==> src/rtl/spi_pkg.sv <==
// rtl/spi_pkg.sv - shared FSM encoding, parameter defaults and length decode for spi_arbiter
// Purpose: types and constants common to spi_arbiter and its sub-modules.
// Contents: state_t (arbiter FSM states), CS_GAP_DEFAULT, TIMEOUT_DEFAULT, len_decode().
package spi_pkg;

  typedef enum logic [2:0] {
    ST_IDLE,
    ST_SETUP,
    ST_WAIT_LOW,
    ST_WAIT_HIGH,
    ST_FINISH,
    ST_GAP
  } state_t;

  localparam int CS_GAP_DEFAULT  = 4;
  localparam int TIMEOUT_DEFAULT = 4096;

  // A 4-bit length field of zero encodes a full 16-byte burst.
  function automatic logic [4:0] len_decode(input logic [3:0] len);
    return (len == 4'd0) ? 5'd16 : {1'b0, len};
  endfunction

endpackage

==> src/rtl/spi_arbiter_if.sv <==
// rtl/spi_arbiter_if.sv - requester and SPI byte-engine bundle for spi_arbiter
// Purpose: groups the per-requester handshake and the shared engine signals.
// Modports: slave  - the arbiter (takes requests, drives grants and the engine)
//           master - requesters plus engine model (drive requests and engine status)
// Signals:  req/req_len/tx_data/tx_ack/rx_data/rx_valid/gnt/done/err/cs_n per requester,
//           spi_start/spi_tx/spi_cs/spi_rx towards the byte engine.
interface spi_arbiter_if #(
  parameter int N_REQ = 4
) ();

  logic [N_REQ-1:0]   req;
  logic [4*N_REQ-1:0] req_len;
  logic [8*N_REQ-1:0] tx_data;
  logic [N_REQ-1:0]   tx_ack;
  logic [7:0]         rx_data;
  logic [N_REQ-1:0]   rx_valid;
  logic [N_REQ-1:0]   gnt;
  logic [N_REQ-1:0]   done;
  logic [N_REQ-1:0]   err;
  logic [N_REQ-1:0]   cs_n;
  logic               spi_start;
  logic [7:0]         spi_tx;
  logic               spi_cs;
  logic [7:0]         spi_rx;

  modport slave (
    input  req, req_len, tx_data, spi_cs, spi_rx,
    output tx_ack, rx_data, rx_valid, gnt, done, err, cs_n, spi_start, spi_tx
  );

  modport master (
    output req, req_len, tx_data, spi_cs, spi_rx,
    input  tx_ack, rx_data, rx_valid, gnt, done, err, cs_n, spi_start, spi_tx
  );

endinterface

==> src/rtl/rr_arbiter.sv <==
// rtl/rr_arbiter.sv - combinational round-robin pick starting at a priority pointer
// Purpose: returns the first set req bit scanning upward from ptr with wrap.
// Ports: req (N) request vector, ptr (PW) highest-priority index, grant (N) one-hot or zero.
module rr_arbiter #(
  parameter int N  = 4,
  parameter int PW = (N > 1) ? $clog2(N) : 1
) (
  input  logic [N-1:0]  req,
  input  logic [PW-1:0] ptr,
  output logic [N-1:0]  grant
);

  logic [PW:0]   w_sum;
  logic [PW-1:0] w_idx;
  logic          w_found;

  always_comb begin
    grant   = '0;
    w_found = 1'b0;
    w_sum   = '0;
    w_idx   = '0;
    for (int i = 0; i < N; i++) begin
      // One extra bit so ptr+i cannot overflow before the modulo-N wrap.
      w_sum = {1'b0, ptr} + (PW+1)'(i);
      if (w_sum >= (PW+1)'(N)) w_sum = w_sum - (PW+1)'(N);
      w_idx = w_sum[PW-1:0];
      if (!w_found && req[w_idx]) begin
        grant[w_idx] = 1'b1;
        w_found      = 1'b1;
      end
    end
  end

endmodule

==> src/rtl/spi_arbiter.sv <==
// rtl/spi_arbiter.sv - round-robin sharing of one SPI byte engine among N_REQ requesters
// Purpose: grants whole bursts, sequences bytes through the engine, enforces CS_GAP idle
//          cycles between bursts. Optional per-byte watchdog when SPI_ARB_TIMEOUT_EN is defined.
// Ports: clk, rst_n (async active-low), bus (spi_arbiter_if.slave: requester + engine signals).
module spi_arbiter
  import spi_pkg::*;
#(
  parameter int N_REQ   = 4,
  parameter int CS_GAP  = CS_GAP_DEFAULT,
  parameter int TIMEOUT = TIMEOUT_DEFAULT
) (
  input  logic           clk,
  input  logic           rst_n,
  spi_arbiter_if.slave   bus
);

  localparam int PW = (N_REQ > 1) ? $clog2(N_REQ) : 1;
  localparam int GW = (CS_GAP > 1) ? $clog2(CS_GAP) : 1;

  state_t           r_state, w_next;
  logic [PW-1:0]    r_ptr, r_win, w_win, w_ptr_next;
  logic [N_REQ-1:0] r_gnt, w_grant, r_rx_valid;
  logic [4:0]       r_len, r_cnt;
  logic [GW-1:0]    r_gap;
  logic [7:0]       r_rx_data, w_tx_byte;
  logic [3:0]       w_req_len;
  logic             w_busy, w_timeout;

  rr_arbiter #(.N(N_REQ), .PW(PW)) u_rr (
    .req   (bus.req),
    .ptr   (r_ptr),
    .grant (w_grant)
  );

  // Index of the fresh winner (for latching its length) and byte of the current owner.
  always_comb begin
    w_win     = '0;
    w_req_len = '0;
    w_tx_byte = '0;
    for (int i = 0; i < N_REQ; i++) begin
      if (w_grant[i]) begin
        w_win     = PW'(i);
        w_req_len = bus.req_len[i*4 +: 4];
      end
      if (r_win == PW'(i)) w_tx_byte = bus.tx_data[i*8 +: 8];
    end
  end

  assign w_ptr_next = (r_win == PW'(N_REQ-1)) ? '0 : r_win + 1'b1;

`ifdef SPI_ARB_TIMEOUT_EN
  localparam int TW = $clog2(TIMEOUT + 1);
  logic [TW-1:0] r_wdog;

  // Restarted for every byte in SETUP, so the limit applies per byte, not per burst.
  always_ff @(posedge clk or negedge rst_n) begin
    if (!rst_n) begin
      r_wdog <= '0;
    end else if (r_state == ST_SETUP) begin
      r_wdog <= '0;
    end else if (r_state == ST_WAIT_LOW || r_state == ST_WAIT_HIGH) begin
      r_wdog <= r_wdog + 1'b1;
    end
  end

  assign w_timeout = (r_state == ST_WAIT_LOW || r_state == ST_WAIT_HIGH) &&
                     (r_wdog == TW'(TIMEOUT - 1));
`else
  assign w_timeout = 1'b0;
`endif

  always_ff @(posedge clk or negedge rst_n) begin
    if (!rst_n) begin
      r_state    <= ST_IDLE;
      r_ptr      <= '0;
      r_win      <= '0;
      r_gnt      <= '0;
      r_len      <= '0;
      r_cnt      <= '0;
      r_gap      <= '0;
      r_rx_data  <= '0;
      r_rx_valid <= '0;
    end else begin
      r_state    <= w_next;
      r_rx_valid <= '0;
      case (r_state)
        ST_IDLE: begin
          if (|bus.req) begin
            r_gnt <= w_grant;
            r_win <= w_win;
            r_len <= len_decode(w_req_len);
            r_cnt <= '0;
          end
        end
        ST_WAIT_HIGH: begin
          if (bus.spi_cs && !w_timeout) begin
            r_rx_data  <= bus.spi_rx;
            r_rx_valid <= r_gnt;
            r_cnt      <= r_cnt + 5'd1;
          end
        end
        ST_FINISH: begin
          r_ptr <= w_ptr_next;
          r_gap <= '0;
        end
        ST_GAP:  r_gap <= r_gap + 1'b1;
        default: ;
      endcase
      if (w_timeout) begin
        r_ptr <= w_ptr_next;
        r_gap <= '0;
      end
    end
  end

  always_comb begin
    w_next = r_state;
    case (r_state)
      ST_IDLE:      if (|bus.req) w_next = ST_SETUP;
      ST_SETUP:     w_next = ST_WAIT_LOW;
      ST_WAIT_LOW:  if (!bus.spi_cs) w_next = ST_WAIT_HIGH;
      ST_WAIT_HIGH: if (bus.spi_cs) w_next = (r_cnt + 5'd1 == r_len) ? ST_FINISH : ST_SETUP;
      ST_FINISH:    w_next = ST_GAP;
      ST_GAP:       if (r_gap == GW'(CS_GAP - 1)) w_next = ST_IDLE;
      default:      w_next = ST_IDLE;
    endcase
    if (w_timeout) w_next = ST_GAP;
  end

  // Ownership is visible only while a burst is active; FINISH and GAP already show cs_n high.
  always_comb begin
    w_busy        = (r_state == ST_SETUP) || (r_state == ST_WAIT_LOW) || (r_state == ST_WAIT_HIGH);
    bus.gnt       = w_busy ? r_gnt : '0;
    bus.cs_n      = ~bus.gnt;
    bus.spi_start = (r_state == ST_SETUP);
    bus.spi_tx    = (r_state == ST_SETUP) ? w_tx_byte : '0;
    bus.tx_ack    = (r_state == ST_SETUP) ? r_gnt : '0;
    bus.done      = (r_state == ST_FINISH) ? r_gnt : '0;
    bus.err       = w_timeout ? r_gnt : '0;
    bus.rx_data   = r_rx_data;
    bus.rx_valid  = r_rx_valid;
  end

endmodule

==> src/flat_wrapper.sv <==
// flat-port wrapper written by rule: the top's interface ports become plain ports
module spi_arbiter_flat import spi_pkg::*;
#(
  parameter int N_REQ   = 4,
  parameter int CS_GAP  = CS_GAP_DEFAULT,
  parameter int TIMEOUT = TIMEOUT_DEFAULT
)
  (clk, rst_n, bus_req, bus_req_len, bus_tx_data, bus_spi_cs, bus_spi_rx, bus_tx_ack, bus_rx_data, bus_rx_valid, bus_gnt, bus_done, bus_err, bus_cs_n, bus_spi_start, bus_spi_tx);
  spi_arbiter_if #(.N_REQ(N_REQ)) bus_i ();
  input  logic clk;
  input  logic rst_n;
  input wire logic [$bits(bus_i.req)-1:0] bus_req;
  input wire logic [$bits(bus_i.req_len)-1:0] bus_req_len;
  input wire logic [$bits(bus_i.tx_data)-1:0] bus_tx_data;
  input wire logic [$bits(bus_i.spi_cs)-1:0] bus_spi_cs;
  input wire logic [$bits(bus_i.spi_rx)-1:0] bus_spi_rx;
  output wire logic [$bits(bus_i.tx_ack)-1:0] bus_tx_ack;
  output wire logic [$bits(bus_i.rx_data)-1:0] bus_rx_data;
  output wire logic [$bits(bus_i.rx_valid)-1:0] bus_rx_valid;
  output wire logic [$bits(bus_i.gnt)-1:0] bus_gnt;
  output wire logic [$bits(bus_i.done)-1:0] bus_done;
  output wire logic [$bits(bus_i.err)-1:0] bus_err;
  output wire logic [$bits(bus_i.cs_n)-1:0] bus_cs_n;
  output wire logic [$bits(bus_i.spi_start)-1:0] bus_spi_start;
  output wire logic [$bits(bus_i.spi_tx)-1:0] bus_spi_tx;
  assign bus_i.req = bus_req;
  assign bus_i.req_len = bus_req_len;
  assign bus_i.tx_data = bus_tx_data;
  assign bus_i.spi_cs = bus_spi_cs;
  assign bus_i.spi_rx = bus_spi_rx;
  assign bus_tx_ack = bus_i.tx_ack;
  assign bus_rx_data = bus_i.rx_data;
  assign bus_rx_valid = bus_i.rx_valid;
  assign bus_gnt = bus_i.gnt;
  assign bus_done = bus_i.done;
  assign bus_err = bus_i.err;
  assign bus_cs_n = bus_i.cs_n;
  assign bus_spi_start = bus_i.spi_start;
  assign bus_spi_tx = bus_i.spi_tx;
  spi_arbiter #(.N_REQ(N_REQ), .CS_GAP(CS_GAP), .TIMEOUT(TIMEOUT)) u_core (.clk(clk), .rst_n(rst_n), .bus(bus_i));
endmodule
==> config.mk <==
export PLATFORM = sky130hd
export DESIGN_NAME = spi_arbiter_flat
export DESIGN_NICKNAME = d
export VERILOG_FILES = /design/src/rtl/spi_pkg.sv /design/src/rtl/spi_arbiter_if.sv /design/src/rtl/rr_arbiter.sv /design/src/rtl/spi_arbiter.sv /design/src/flat_wrapper.sv
export SDC_FILE = /design/constraint.sdc
export NUM_CORES = 1
export LEC_CHECK = 0
export BUFFER_PORTS_ARGS = -buffer_cell sky130_fd_sc_hd__buf_2
export CORE_ASPECT_RATIO = 0.8
export CORE_UTILIZATION = 45
export CTS_BUF_LIST = sky130_fd_sc_hd__clkbuf_8
export DETAILED_ROUTE_END_ITERATION = 16
export GPL_TIMING_DRIVEN = 0
export PLACE_DENSITY_LB_ADDON = 0.25
export SKIP_CTS_REPAIR_TIMING = 1
export SLEW_MARGIN = 5
export SYNTH_ARGS = -nofsm -noshare
export SYNTH_HDL_FRONTEND = slang
export SYNTH_SLANG_ARGS = --single-unit
==> constraint.sdc <==
create_clock -name clk -period 3.1 [get_ports clk]
set_clock_uncertainty 0.2 [all_clocks]
set_input_delay 0.155 -clock clk [delete_from_list [all_inputs] [get_ports clk]]
set_output_delay 0.155 -clock clk [all_outputs]
set_load 0.1 [all_outputs]
# Yosys cells after proc, flatten, opt, wreduce, memory -nomap -nowiden

Index checks and enable logic that the tools add are counted.

Add/subtract/negate cells: 10
Magnitude comparators: 12
Equality and inequality tests: 14
Muxes and demuxes: 56
Bitwise logic cells: 4
Reductions and logical operators: 22

Operators with widths:

| operator            | count |
|---|---|
| $mux 4              | 13 |
| $mux 8              | 5 |
| $pmux 3 s6          | 1 |
| $mux 3              | 5 |
| $mux 5              | 3 |
| $mux 2              | 7 |
| $lt 2x3->1 const B  | 4 |
| $mux 1              | 12 |
| $or 4x4->4          | 3 |
| $pmux 5 s2          | 1 |
| $ge 3x3->1 const B  | 3 |
| $bmux 1 s2          | 4 |
| $demux 1 s2         | 4 |
| $ge 2x1->1 const B  | 4 |
| $sub 2x1->2 const B | 4 |
| $logic_and 1x1->1   | 7 |
| $add 2x2->3 const B | 2 |
| $eq 2x2->1 const B  | 3 |
| $eq 3x2->1 const B  | 2 |
| $eq 3x3->1 const B  | 2 |
| $add 5x1->5 const B | 1 |
| $eq 5x5->1          | 1 |
| $add 2x1->2 const B | 2 |
| $logic_not 4->1     | 1 |
| 17 further kinds    | 24 |

Register bits: 35
Input port bits: 63
Output and inout bits: 41
Word-level logic and storage cells: 127

# Depth between registers and ports, before layout

Gate-level depths: netlist (run 1).

Word-level depth: 20
Gate-level depth with buffers: 10
Depth with buffers taken out: 9

# Modules after synthesis

From an unflattened synthesis (run 1), not the netlist that was laid out.

Cells, all modules: 287
Area, all modules: 2,553.7 µm²

Modules (own cells, without submodules):

| module      | times used | cells an instance | area an instance (µm²) | sequential area each (µm²) |
|---|---|---|---|---|
| spi_arbiter | 1          | 257               | 2,250.9                | 875.8 |
| rr_arbiter  | 1          | 30                | 302.8                  | 0.0 |

# Worst setup path before layout (run 1)

Ideal clock, no wire load.

Path type: register to output
From: register u_core.r_win[0]
To: output port bus_spi_tx[5]
Arrival: 2,719 ps
Data required time: 2,745 ps
Setup slack: 26 ps
Stages on the path, launching flop included: 10
Cell sequence: dfrtp_1 -> ha_1 -> clkbuf_1 -> nor2b_1 -> a22oi_1 -> nor2_1 -> a21oi_1 -> nor2_1 -> a21oi_1 -> nor2_1

Word-level cells in the longest chain between the ends: 6
Elaborated cells on any way between the ends: 9
Those cells by class: 3 x eq/ne; 5 x mux; 1 x reduce/logical

RTL lines:

| item                   | line               | RTL |
|---|---|---|
| start, declared        | spi_arbiter.sv:21  | `logic [PW-1:0] r_ptr, r_win, w_win, w_ptr_next;` |
| start signal, assigned | spi_arbiter.sv:90  | `r_win <= w_win;` |
| $logic_not 2->1        | spi_arbiter.sv:45  | `if (r_win == PW'(i)) w_tx_byte = bus.tx_data[i*8 +: 8];` |
| $mux 8 (3 in a row)    | spi_arbiter.sv:45  |  |
| $mux 8 *               | spi_arbiter.sv:45  |  |
| $mux 8 *               | spi_arbiter.sv:136 | `bus.spi_tx = (r_state == ST_SETUP) ? w_tx_byte : '0;` |
| end, declared          | flat_wrapper.sv:25 | `output wire logic [$bits(bus_i.spi_tx)-1:0] bus_spi_tx;` |

Mark *: on every way between the ends. The rest lies on a longest branch, timed or not.

# Worst setup path in the final report (run 1)

From: register u_core.r_ptr[0]
To: register u_core.r_len[4]

Word-level cells in the longest chain between the ends: 20
Elaborated cells on any way between the ends: 65
Those cells by class: 7 x add/sub; 12 x order compare; 32 x mux; 3 x bitwise; 11 x reduce/logical

RTL lines:

| item                                                 | line               | RTL |
|---|---|---|
| start, declared                                      | spi_arbiter.sv:21  |  |
| start signal, assigned                               | spi_arbiter.sv:103 | `r_ptr <= w_ptr_next;` |
| start signal, assigned                               | spi_arbiter.sv:110 | `r_ptr <= w_ptr_next;` |
| branches (longest 13 deep; another with $add 2x1->3) | -                  |  |
| $mux 4 *                                             | rr_arbiter.sv:27   | `if (!w_found && req[w_idx]) begin` |
| $mux 4 (3 in a row)                                  | spi_arbiter.sv:41  | `if (w_grant[i]) begin` |
| $mux 4 *                                             | spi_arbiter.sv:41  |  |
| $logic_not 4->1 *                                    | spi_pkg.sv:20      | `return (len == 4'd0) ? 5'd16 : {1'b0, len};` |
| $mux 5 *                                             | spi_pkg.sv:20      |  |
| end signal, assigned                                 | spi_arbiter.sv:91  | `r_len <= len_decode(w_req_len);` |
| end, declared                                        | spi_arbiter.sv:23  | `logic [4:0] r_len, r_cnt;` |

Every way passes the cells marked *. The select of a mux whose other input is x is not followed.
A chain may end at the register's enable or synchronous reset.

==> results of run 1 <==
[report_power, final]
group / internal (mW) / leakage [nW] / switching [mW] / total [mW]
combinational: 0.734 / 1.21 / 2.05 / 2.79
sequential: 0.634 / 0.447 / 0.175 / 0.809
clock: 0.321 / 0.0644 / 0.168 / 0.488
total: 1.69 / 1.72 / 2.40 / 4.09
[final timing paths]
check                                         to  slack, ns
min in group asynchronous  u_core.bus.rx_data[5]       0.27
max                              u_core.r_len[4]       0.12
min                              u_core.r_len[1]       0.05
min reg2reg                u_core.bus.rx_data[1]       0.28
max in group asynchronous        u_core.r_ptr[1]       1.90
max reg2reg                      u_core.r_len[4]       0.12
[worst min-delay path: stages]
cell,delay (ns)
buf_2,0.08
o211ai_1,0.11
o21ai_1,0.14
[sequential cells by signal (all words and copies together) (netlist names)]
register / flops
u_core.bus.rx_data: 8
u_core.r_cnt: 5
u_core.r_len: 5
u_core.bus.rx_valid: 4
u_core.r_gnt: 4
u_core.r_state: 3
u_core.r_gap: 2
u_core.r_ptr: 2
u_core.r_win: 2
[per-layer routing]
| metal | part of all wire | vias up | global-route usage |
|---|---|---|---|
| met5 | 0 | - | 0 |
| met4 | 0.0098 | 0 | 0.0636 |
| met3 | 0.051 | 7 | 0.0298 |
| met2 | 0.48 | 78 | 0.402 |
| met1 | 0.46 | 1206 | 0.301 |
| li1 | - | 1271 | - |
[cells by family (layout without fill, tap and decap cells)]
logic type,Yosys count,count (layout),share of synthesized area
buf+inv,30,147,0.0548
other cells,1,4,0.00151
simple gates,139,139,0.260
mux,8,8,0.0528
fa+ha+maj,13,13,0.0653
compound gates,69,69,0.185
flops,35,35,0.352
xor+xnor,8,8,0.0281
[cell type report]
type / count / share of cell area
multi-input cells: 241 / 0.452
flip-flops and latches: 35 / 0.264
repair buffers: 109 / 0.178
plain buffers: 17 / 0.0263
well taps: 62 / 0.0233
clock buffers: 5 / 0.0207
clock inverters: 3 / 0.0203
inverters: 13 / 0.0147
[metrics by stage]
stage / worst slack (ns) / utilization
floorplan: 0.0262 / -
global placement: 0.0397 / 0.597
detailed placement: 0.0224 / 0.597
CTS: -0.0212 / 0.623
global route: -0.0544 / 0.646
finish: 0.124 / 0.646
[cells in the final DEF, fill, tap and decap left out, drive strengths merged, types with 9 or more instances in the layout]
cell and instances:
a21oi 19, and2 13, buf 106, clkbuf 16, dfrtp 35, dlygate4sd3 9
ha 13, inv 13, nand2 57, nor2 36, o21ai 20
==> impl_metrics.yaml, run 1 <==
power_and_ir_drop:
  fin_total_pwr_mw: 4.09
  leakagePower_nw: 1.72
  ir_worst_vdd_mv: 0.403
  powerDensity_nw_per_um2: 1230
sta:
  min_period_ns: 2.98
  slew_headroom: 0.501
  post-route-period-util: 0.960
  setup_violations: 0
  drv_slew: 0
  hold_ws_ns: 0.0468
  max_clock_freq_mhz: 336
  fin_setup_tns_ns: 0
  hold_viol_final: 0
  tightest_slew_ns: 0.749
  grt_setup_unrepaired: "true"
min_path:
  min_path_type: "input pin to register"
  worstHoldStart: "bus_req_len[13]"
  hold_depth: 3
grt:
  grt_overflow: 0
  antenna_found_initial: 0
  first_global_vias: 2257
  gr-usage-all-layers: 0.228
  grt_pass1_wl_um: 10500
  grt_max_degree: 36
worst_setup_path:
  crit_start: "u_core.r_ptr[0]"
  path_delay_family: "compound AO/OA/AOI/OAI gates"
  worstSetupPathDepth: 10
  cp-end-kind: "register"
  required_ns: 3.12
  crit_type: "register to register"
  critical_path.startpoint_type: "register"
  crit_arrival_ns: 3.00
  critical-path-max-stage-delay_ns: 0.42
  critPathBufInv: 2
  ff2ff_path_depth: 10
  crit_slowest_cell: "dfrtp_2"
  crit_chain: "buf_6 -> inv_1 -> ha_4 -> mux4_2 -> nor2b_1 -> a221o_1 -> a22oi_2 -> nor3b_1 -> o32ai_2 -> a41o_1"
  r2r_start: "u_core.r_ptr[0]"
  cp_max_fo: 8
logic_synthesis:
  netlist_area_um2: 2490
  syn_area_per_cell_um2: 8.22
  yosys.cell_count.top_type: "nand2_1"
  yosys.area.top_type: "dfrtp_1"
  synth-seq-cells: 35
  yosysWarnings: 0
  netlist_instances: 303
  synth_edf_count: 0
  ys_types: 50
  synth_top_area_share: 0.352
  synth_common_cells: "nand2_1, dfrtp_1, nor2_1"
  synthTopCellsByArea: "dfrtp_1, nand2_1, ha_1"
  yosysSeqAreaShare: 0.352
  async_reset_ff_frac: 1.00
  synth-main-ff-cell: "dfrtp_1"
clock_tree:
  cts_made_buffers: 5
  root_buffer: "clkbuf_8"
  cts_max_level: 2
  cts_num_sinks: 35
  path_clk_slew_ns: 0.07
  cts_tree: "done"
  insertion_delay_ns: 0.29
  cts.path.max_buffers: 2
placement:
  io_buffers: 99
  hpwl_um: 4870
  place.gp.congestion: 0.833
  dp.cells: 467
  placed_area_um2: 3070
route:
  drtPass1Iterations: 4
  wl_per_cell_um: 13.6
  drt_iter0_drc: 149
  drc: 0
  num_vias: 2562
  ant_nets: 0
  avgViaCountPerCell: 5.28
  wl_um: 6620
outcome:
  outcome: "finished, final reports clean"
final_layout:
  finalInstanceArea_um2: 3330
  final_cells: 485
  regArea_um2: 878
  n_antenna_cell: 0
  syn2layout_area_growth_pct: 33.6
  drive_above_1_share: 0.310
  fillers: 434
  multiInputGateArea_um2: 1500
  nets: 498
floorplanning:
  die_x_um: 85.2
  pin_count: 104
  num_rows: 23
  die_h_um: 68.5
  coreArea_um2: 5150
  design.die.area_um2: 5840
  start_util: 0.483
run:
  cap_violations: 0
Power figures use the tool's default switching activity.
==> run 2, diff against run 1 <==
--- a/config.mk
+++ b/config.mk
@@ -11,6 +11,7 @@
 export CTS_BUF_LIST = sky130_fd_sc_hd__clkbuf_8
 export DETAILED_ROUTE_END_ITERATION = 16
 export GPL_TIMING_DRIVEN = 0
+export MAX_ROUTING_LAYER = met4
 export PLACE_DENSITY_LB_ADDON = 0.25
 export SKIP_CTS_REPAIR_TIMING = 1
 export SLEW_MARGIN = 5
==> impl_metrics.yaml, run 2 (same netlist as run 1, synthesis figures left out) <==
worst_setup_path:
  critical-path-max-stage-delay_ns: 0.42
  required_ns: 3.12
  crit_slowest_cell: "dfrtp_2"
  crit_arrival_ns: 3.00
  critical_path.startpoint_type: "register"
  crit_type: "register to register"
  worstSetupPathDepth: 10
  path_delay_family: "compound AO/OA/AOI/OAI gates"
  ff2ff_path_depth: 10
  critPathBufInv: 2
  crit_chain: "buf_6 -> inv_1 -> ha_4 -> mux4_2 -> nor2b_1 -> a221o_1 -> a22oi_2 -> nor3b_1 -> o32ai_2 -> a41o_1"
  cp_max_fo: 8
  cp-end-kind: "register"
route:
  drt_iter0_drc: 133
  avgViaCountPerCell: 5.25
  wl_per_cell_um: 13.7
  drc: 0
  drtPass1Iterations: 4
  wl_um: 6630
  ant_nets: 0
  num_vias: 2547
clock_tree:
  cts_made_buffers: 5
  insertion_delay_ns: 0.29
  path_clk_slew_ns: 0.07
  cts.path.max_buffers: 2
  cts_max_level: 2
  cts_tree: "done"
  root_buffer: "clkbuf_8"
  cts_num_sinks: 35
sta:
  min_period_ns: 2.98
  grt_setup_unrepaired: "true"
  post-route-period-util: 0.960
  drv_slew: 0
  max_clock_freq_mhz: 336
  fin_setup_tns_ns: 0
  setup_violations: 0
  hold_ws_ns: 0.0472
  hold_viol_final: 0
  final.setup.worst_slack_ns: 0.125
  tightest_slew_ns: 0.760
  slew_headroom: 0.494
final_layout:
  post-route-util: 0.646
  drive_above_1_share: 0.310
  largest_reg_flops: 8
  syn2layout_area_growth_pct: 33.6
  n_antenna_cell: 0
  mostFrequentLayoutCell: "buf_2"
  final_cell_mix: "buf_2, nand2_1, nor2_1"
  finalInstanceArea_um2: 3330
  final_cells: 485
  nets: 498
min_path:
  hold_depth: 3
  min_path_type: "input pin to register"
placement:
  io_buffers: 99
  dp.cells: 467
  placed_area_um2: 3070
  hpwl_um: 4870
  place.gp.congestion: 0.846
  dp_slack_ns: 0.0224
run:
  cap_violations: 0
power_and_ir_drop:
  powerDensity_nw_per_um2: 1230
  ir_worst_vdd_mv: 0.403
  leakagePower_nw: 1.72
  fin_total_pwr_mw: 4.09
floorplanning:
  die_h_um: 68.5
  pin_count: 104
  coreArea_um2: 5150
  start_util: 0.483
  design.die.area_um2: 5840
  die_x_um: 85.2
  num_rows: 23
grt:
  gr-usage-all-layers: 0.235
  grt_overflow: 0
  grt_max_degree: 36
  grt_pass1_wl_um: 10500
  antenna_found_initial: 0
  first_global_vias: 2257
outcome:
  outcome: "finished, final reports clean"
-- run 2: report_power, final --
part | total [mW] | switching [mW] | internal [mW]
combinational | 2.79 | 2.05 | 0.734
sequential | 0.809 | 0.174 | 0.634
clock | 0.489 | 0.169 | 0.321
-- run 2: final cells by class --
class | instances | area [um2]
Timing Repair Buffer | 109 | 593
Multi-Input combinational cell | 241 | 1500
Clock buffer | 5 | 68.8
Clock inverter | 3 | 67.6
Buffer | 17 | 87.6
Sequential cell | 35 | 878
Tap cell | 62 | 77.6
Fill cell | 434 | 1830
Inverter | 13 | 48.8
-- run 2: final timing paths --
kind                                        from                     to  slack [ns]
max in group asynchronous                  rst_n        u_core.r_ptr[1]        1.89
min reg2reg                u_core.bus.rx_data[1]  u_core.bus.rx_data[1]        0.28
max reg2reg                      u_core.r_ptr[0]        u_core.r_len[4]        0.12
min                              bus_req_len[13]        u_core.r_len[1]        0.05
min in group asynchronous                  rst_n  u_core.bus.rx_data[5]        0.28
max                              u_core.r_ptr[0]        u_core.r_len[4]        0.12
-- run 2: worst reg2reg max path, cell delays in order, from the launching register on --
cell,delay [ns]
dfrtp_2,0.42
buf_6,0.15
inv_1,0.10
ha_4,0.30
mux4_2,0.33
nor2b_1,0.16
a221o_1,0.30
a22oi_2,0.30
nor3b_1,0.12
o32ai_2,0.33
a41o_1,0.20
-- run 2: layer usage --
metal	global-route usage	vias to the layer above	routed length (um)
met5	-	-	0
met4	0.0636	0	65
met3	0.0298	7	319
met2	0.402	78	3200
met1	0.300	1192	3050
li1	-	1270	-
